===== config.mk =====
export PLATFORM = sky130hd
export DESIGN_NAME = king_escape_scanner
export DESIGN_NICKNAME = d
export VERILOG_FILES = /design/src/rtl/chess_pkg.sv /design/src/rtl/king_neighbour_gen.sv /design/src/rtl/king_escape_scanner.sv
export SDC_FILE = /design/constraint.sdc
export NUM_CORES = 1
export LEC_CHECK = 0
export BUFFER_PORTS_ARGS = -buffer_cell sky130_fd_sc_hd__buf_2
export CAP_MARGIN = 20
export CORE_MARGIN = 5
export CORE_UTILIZATION = 30
export CTS_BUF_LIST = sky130_fd_sc_hd__clkbuf_8
export DETAILED_ROUTE_END_ITERATION = 7
export PLACE_DENSITY = 0.6
export SLEW_MARGIN = 10
export SYNTH_ARGS = -nofsm -noshare
export SYNTH_HDL_FRONTEND = slang
export SYNTH_SLANG_ARGS = --single-unit
export TNS_END_PERCENT = 30

===== constraint.sdc =====
create_clock -name clk -period 5.3 [get_ports clk]
set_input_delay 0.53 -clock clk [delete_from_list [all_inputs] [get_ports clk]]
set_output_delay 0.53 -clock clk [all_outputs]
set_load 0.02 [all_outputs]

===== src/rtl/chess_pkg.sv =====
// rtl/chess_pkg.sv - shared chess constants, status codes and king direction offsets
package chess_pkg;

   localparam int SQ_W       = 6;
   localparam int BOARD_W    = 256;
   localparam int COLOUR_BIT = 3;

   localparam logic [2:0] PIECE_EMPTY  = 3'd0;
   localparam logic [2:0] PIECE_PAWN   = 3'd1;
   localparam logic [2:0] PIECE_KNIGHT = 3'd2;
   localparam logic [2:0] PIECE_BISHOP = 3'd3;
   localparam logic [2:0] PIECE_ROOK   = 3'd4;
   localparam logic [2:0] PIECE_QUEEN  = 3'd5;
   localparam logic [2:0] PIECE_KING   = 3'd6;

   typedef enum logic [1:0] {
      STATUS_SAFE           = 2'b00,
      STATUS_CHECK          = 2'b01,
      STATUS_CHECKMATE      = 2'b10,
      STATUS_STALEMATE_CAND = 2'b11
   } status_t;

   // Direction d: row/col offsets, row 0 at the top of the board.
   localparam int DIR_ROW [8] = '{-1, -1, -1,  0,  0,  1,  1,  1};
   localparam int DIR_COL [8] = '{-1,  0,  1, -1,  1, -1,  0,  1};

   function automatic status_t statusOf(input logic inCheck, input logic anyEscape);
      if (inCheck)
         return anyEscape ? STATUS_CHECK : STATUS_CHECKMATE;
      else
         return anyEscape ? STATUS_SAFE : STATUS_STALEMATE_CAND;
   endfunction

endpackage


===== src/rtl/king_neighbour_gen.sv =====
// rtl/king_neighbour_gen.sv - neighbour square of a king square in one of eight directions
module king_neighbour_gen
   import chess_pkg::*;
(
   input  logic [SQ_W-1:0] square,
   input  logic [2:0]      dir,
   output logic [SQ_W-1:0] neighbour,
   output logic            onBoard
);

   logic signed [4:0] rowN;
   logic signed [4:0] colN;

   always_comb begin
      rowN      = $signed({2'b00, square[5:3]}) + 5'(DIR_ROW[dir]);
      colN      = $signed({2'b00, square[2:0]}) + 5'(DIR_COL[dir]);
      // In-range coordinates 0..7 are exactly those with the top two bits clear.
      onBoard   = (rowN[4:3] == 2'b00) && (colN[4:3] == 2'b00);
      neighbour = {rowN[2:0], colN[2:0]};
   end

endmodule


===== src/rtl/king_escape_scanner.sv =====
// rtl/king_escape_scanner.sv - sequential king safety scan over one shared legality/attack responder
module king_escape_scanner
   import chess_pkg::*;
(
   input  logic               clk,
   input  logic               reset,
   input  logic               start,
   input  logic               side,
   input  logic [SQ_W-1:0]    king_sq,
   input  logic [BOARD_W-1:0] board,
   output logic               query_valid,
   output logic [SQ_W-1:0]    query_sq,
   output logic [SQ_W-1:0]    query_from,
   output logic               query_side,
   input  logic               resp_valid,
   input  logic               resp_legal,
   input  logic               resp_attacked,
   output logic               busy,
   output logic               done,
   output logic [7:0]         escape_mask,
   output logic               in_check,
   output logic [1:0]         status
);

   typedef enum logic [2:0] {IDLE, QSELF, SCAN, QUERY, DONE} state_t;

   state_t             state;
   state_t             stateNext;
   logic [BOARD_W-1:0] boardQ;
   logic [2:0]         dirQ;
   logic [SQ_W-1:0]    neighbourSq;
   logic               onBoard;
   logic [3:0]         neighbourPiece;
   logic               prune;
   logic               lastDir;
   logic [7:0]         maskUpd;

   king_neighbour_gen neighbourGen (
      .square    (query_from),
      .dir       (dirQ),
      .neighbour (neighbourSq),
      .onBoard   (onBoard)
   );

   always_comb begin
      neighbourPiece = boardQ[{neighbourSq, 2'b00} +: 4];
      prune   = !onBoard || ((neighbourPiece[2:0] != PIECE_EMPTY) &&
                             (neighbourPiece[COLOUR_BIT] == query_side));
      lastDir = (dirQ == 3'd7);
      maskUpd = escape_mask;
      maskUpd[dirQ] = (state == QUERY) ? (resp_legal & ~resp_attacked) : 1'b0;
   end

   always_ff @(posedge clk) begin
      if (reset)
         state <= IDLE;
      else
         state <= stateNext;
   end

   always_comb begin
      stateNext = state;
      case (state)
         IDLE:  if (start) stateNext = QSELF;
         QSELF: if (resp_valid) stateNext = SCAN;
         SCAN: begin
            if (!prune)
               stateNext = QUERY;
            else if (lastDir)
               stateNext = DONE;
         end
         QUERY: if (resp_valid) stateNext = lastDir ? DONE : SCAN;
         DONE:  stateNext = IDLE;
         default: stateNext = IDLE;
      endcase
   end

   always_comb begin
      busy        = (state != IDLE);
      done        = (state == DONE);
      query_valid = (state == QSELF) || (state == QUERY);
   end

   always_ff @(posedge clk) begin
      if (reset) begin
         boardQ      <= '0;
         dirQ        <= '0;
         query_sq    <= '0;
         query_from  <= '0;
         query_side  <= 1'b0;
         escape_mask <= '0;
         in_check    <= 1'b0;
         status      <= STATUS_SAFE;
      end else begin
         case (state)
            IDLE: begin
               if (start) begin
                  boardQ      <= board;
                  query_from  <= king_sq;
                  query_side  <= side;
                  query_sq    <= king_sq;
                  escape_mask <= '0;
                  dirQ        <= '0;
               end
            end
            QSELF: begin
               if (resp_valid)
                  in_check <= resp_attacked;
            end
            SCAN: begin
               if (prune) begin
                  escape_mask <= maskUpd;
                  dirQ        <= dirQ + 3'd1;
                  if (lastDir)
                     status <= statusOf(in_check, |maskUpd);
               end else begin
                  query_sq <= neighbourSq;
               end
            end
            QUERY: begin
               if (resp_valid) begin
                  escape_mask <= maskUpd;
                  dirQ        <= dirQ + 3'd1;
                  if (lastDir)
                     status <= statusOf(in_check, |maskUpd);
               end
            end
            default: ;
         endcase
      end
   end

endmodule


==> results_dict.tcl <==
set metrics [dict create \
    synthDominantCellAreaShare_pct 45.3 \
    count_of_max_cap_constraint_violations 0 \
    cts_root_buf "clkbuf_8" \
    timing.critical_path.mode_cell "inv_1" \
    wirelength_um 42200 \
    power_density_nw_per_um2 360 \
    postSynthRegisterBits 286 \
    timing.setup.tns_ns 0 \
    num-nets-final 2127 \
    cts_hold_buf 0 \
    final_antenna_net_count 0 \
    routed_via_density 4.95 \
    worst_ep_arrival_time_ns 5.39 \
    grt_pass1_wl_um 65100 \
    die_w_um 215 \
    synth.yosys.warnings 0 \
    timing.critical_path.slowest_stage_cell "fa_4" \
    insertion_delay_ns 0.60 \
    synth_nets 1875 \
    synth_simple_gate_area_share_pct 22.6 \
    yosysMostFrequentCell "nand2_1" \
    worst_path_dominant_cell_family "compound AO/OA/AOI/OAI gates" \
    finalCritPeriodShare_pct 92.6 \
    synth-compound-area-share_pct 16.9 \
    worstPathCellList "inv_1 -> ha_1 -> o21ai_0 -> inv_1 -> fa_4 -> buf_12 -> nor3_1 -> a211oi_1 -> a2111oi_1 -> o32a_1 -> o32ai_2 -> a311oi_1 -> o31ai_2 -> buf_2 -> o211ai_1" \
    starting_density_of_the_core_pct 30.2 \
    multiInputGateArea_um2 6320 \
    drv_slew 0 \
    synth_xor_area_share_pct 0.337 \
    hpwlAfterDp_um 30100 \
    core_region_area_um2 41800 \
    ys_top_cells_by_area "dfxtp_1 45%, nand2_1 17%, a21oi_1 11%" \
    first_global_vias 11813 \
    vdd_drop_max_mv 0.188 \
    length_in_cells_of_the_worst_reg_to_reg_path 15 \
    mappedNetlistArea_um2 12600 \
    post-place-cells 2324 \
    cts.htree.levels 2 \
    drive_gt1_share_pct 24.5 \
    cp.required_ns 5.78 \
    synth.mux.area_fraction_pct 7.76 \
    placement_rows 75 \
    max_freq_mhz 204 \
    postSynthAreaPerCell_um2 7.96 \
    holdPathStages 3 \
    final_period_minus_worst_setup_slack_ns 4.91 \
    die_h_um 215 \
    synthesis.instances 1587 \
    area_taken_by_flip_flops_and_latches_um2 5730 \
    worst_slew_margin_rel_pct 37.4 \
    place.port_buffers 295 \
    finalHoldWorstSlack_ns 0.160 \
    final.setup_skew_ns 0.0254 \
    first_pass_iters 5 \
    worstSetupPathDepth 15 \
    setup.worst_path.start_class "flip-flop" \
    fillers 4355 \
    largest_family_of_logic_cells_by_synthesized_area "simple AND/OR/NAND/NOR gates" \
    global_route.usage.total_pct 17.5 \
    asyncSetResetFlopFracSynth_pct 0 \
    total_power_uw 5640 \
    hold_path.class "in -> reg" \
    synth_flop_cell "dfxtp_1" \
    clkSinkCount 286 \
    via_count 11974 \
    synth_area_leader_cell "dfxtp_1" \
    report.final.hold_viol_count 0 \
    worst_path_largest_cell_delay_ns 0.84 \
    post_synth_num_cell_types 71 \
    remaining_routing_drc_violations 0 \
    antenna_found_initial 4 \
    drt-initial-drc-count 1030 \
    layout-area-overhead-vs-synth_pct 24.0 \
    adder_and_majority_cell_fraction_of_the_synthesized_area_pct 2.00 \
    gp_congestion 0.815 \
    numCtsBuffers 51 \
    seq_area_frac_synth_pct 45.3 \
    post-place-ws_ns 0.189 \
    synth_edf_count 0 \
    worst-slew-pin-transition_ns 0.940 \
    tritoncts "done" \
    grt_max_degree 125 \
    top_level_ports 296 \
    post_synth_most_frequent_cells "558 x nand2_1, 288 x a21oi_1, 286 x dfxtp_1" \
    clk_pin_slew_worst_paths_ns 0.06 \
    worst-r2r-setup-slack_ns 0.39 \
    worst_slack_ns 0.395 \
    power.leakage_uw 0.00624 \
    routed_wire_length_per_instance_um 17.4 \
    fin_cells 2418 \
    path_buf_inv 4 \
    end_kind "flip-flop" \
    critical_path.max_fanout 21 \
    design.die.area_um2 46300 \
    timing.setup.critical_path_class "reg -> reg" \
    finalSetupViolCount 0 \
    grt_overflow_total 0 \
    cts_buffer_depth 3 \
    outcome "complete, no violations" \
    grt_setup_unrepaired "false" \
]
-- layer usage --
metal,GRT usage [%],vias up,wire (um)
met5,0,-,19
met4,6.27,4,1200
met3,3.67,75,2750
met2,28.1,357,19600
met1,23.4,5646,18600
li1,-,5892,-
-- final cells by class --
| type | count | share of cell area (%) |
|---|---|---|
| Antenna cell | 2 | 0.0320 |
| Multi-Input combinational cell | 1153 | 40.4 |
| Sequential cell | 286 | 36.6 |
| Inverter | 24 | 0.575 |
| Tap cell | 539 | 4.31 |
| Timing Repair Buffer | 323 | 11.3 |
| Clock inverter | 23 | 0.831 |
| Clock buffer | 68 | 5.98 |
-- worst min-delay path, cell delays in order --
cell and delay, ns:
buf_2 0.09, nand2_1 0.05, a21oi_1 0.05
-- final timing paths --
check | start | endpoint
setup / recovery | dirQ[1] | escape_mask[6]
hold / removal | board[204] | boardQ[204]
setup reg to reg | dirQ[1] | escape_mask[6]
hold reg to reg | boardQ[35] | boardQ[35]
-- report_power, final --
group / internal [uW] / switching (uW)
Sequential: 2300 / 88.6
Clock: 1190 / 941
Combinational: 451 / 663
-- metrics by stage --
step	instance area, um^2	util, %
2_1_floorplan	12600	-
4_1_cts	15600	37.4
3_5_place_dp	14600	34.8
5_1_grt	15700	37.5
3_3_place_gp	14500	34.8
6_report	15700	37.5
-- cells in the final DEF (no fill, tap or decap), types with 6 or more instances in the layout --
| cell | synthesis | layout |
|---|---|---|
| nand2_1 | 558 | 557 |
| buf_2 | 12 | 295 |
| a21oi_1 | 288 | 288 |
| dfxtp_1 | 286 | 286 |
| clkbuf_8 | 0 | 69 |
| nor2_1 | 60 | 60 |
| mux4_2 | 33 | 33 |
| inv_1 | 22 | 32 |
| nor3_1 | 32 | 32 |
| buf_4 | 3 | 21 |
| o21ai_0 | 19 | 19 |
| nand3_1 | 17 | 17 |
| ha_1 | 17 | 16 |
| clkinv_2 | 0 | 11 |
| o211ai_1 | 10 | 10 |
| nor3b_1 | 9 | 9 |
| a211oi_1 | 9 | 9 |
| a31oi_1 | 8 | 8 |
| mux2i_1 | 6 | 6 |
-- flip-flops by register name (all words and copies together) (netlist names) --
| name | count |
|---|---|
| boardQ | 256 |
| state | 3 |
| query_from | 6 |
| in_check | 1 |
| escape_mask | 8 |
| status | 2 |
| query_sq | 6 |
| dirQ | 3 |
| query_side | 1 |
-- repair_timing --
action                     CTS  global route
gates resized for setup      0             2
setup endpoints to repair    0            10
buffers inserted             0             0
-- cells by family after synthesis --
family / count (synthesis)
mux: 48
fa+ha+maj: 19
simple gates: 707
xor+xnor: 4
buf+inv: 148
compound gates: 375
flops: 286
Note: power is estimated with default switching activity, not from simulation.
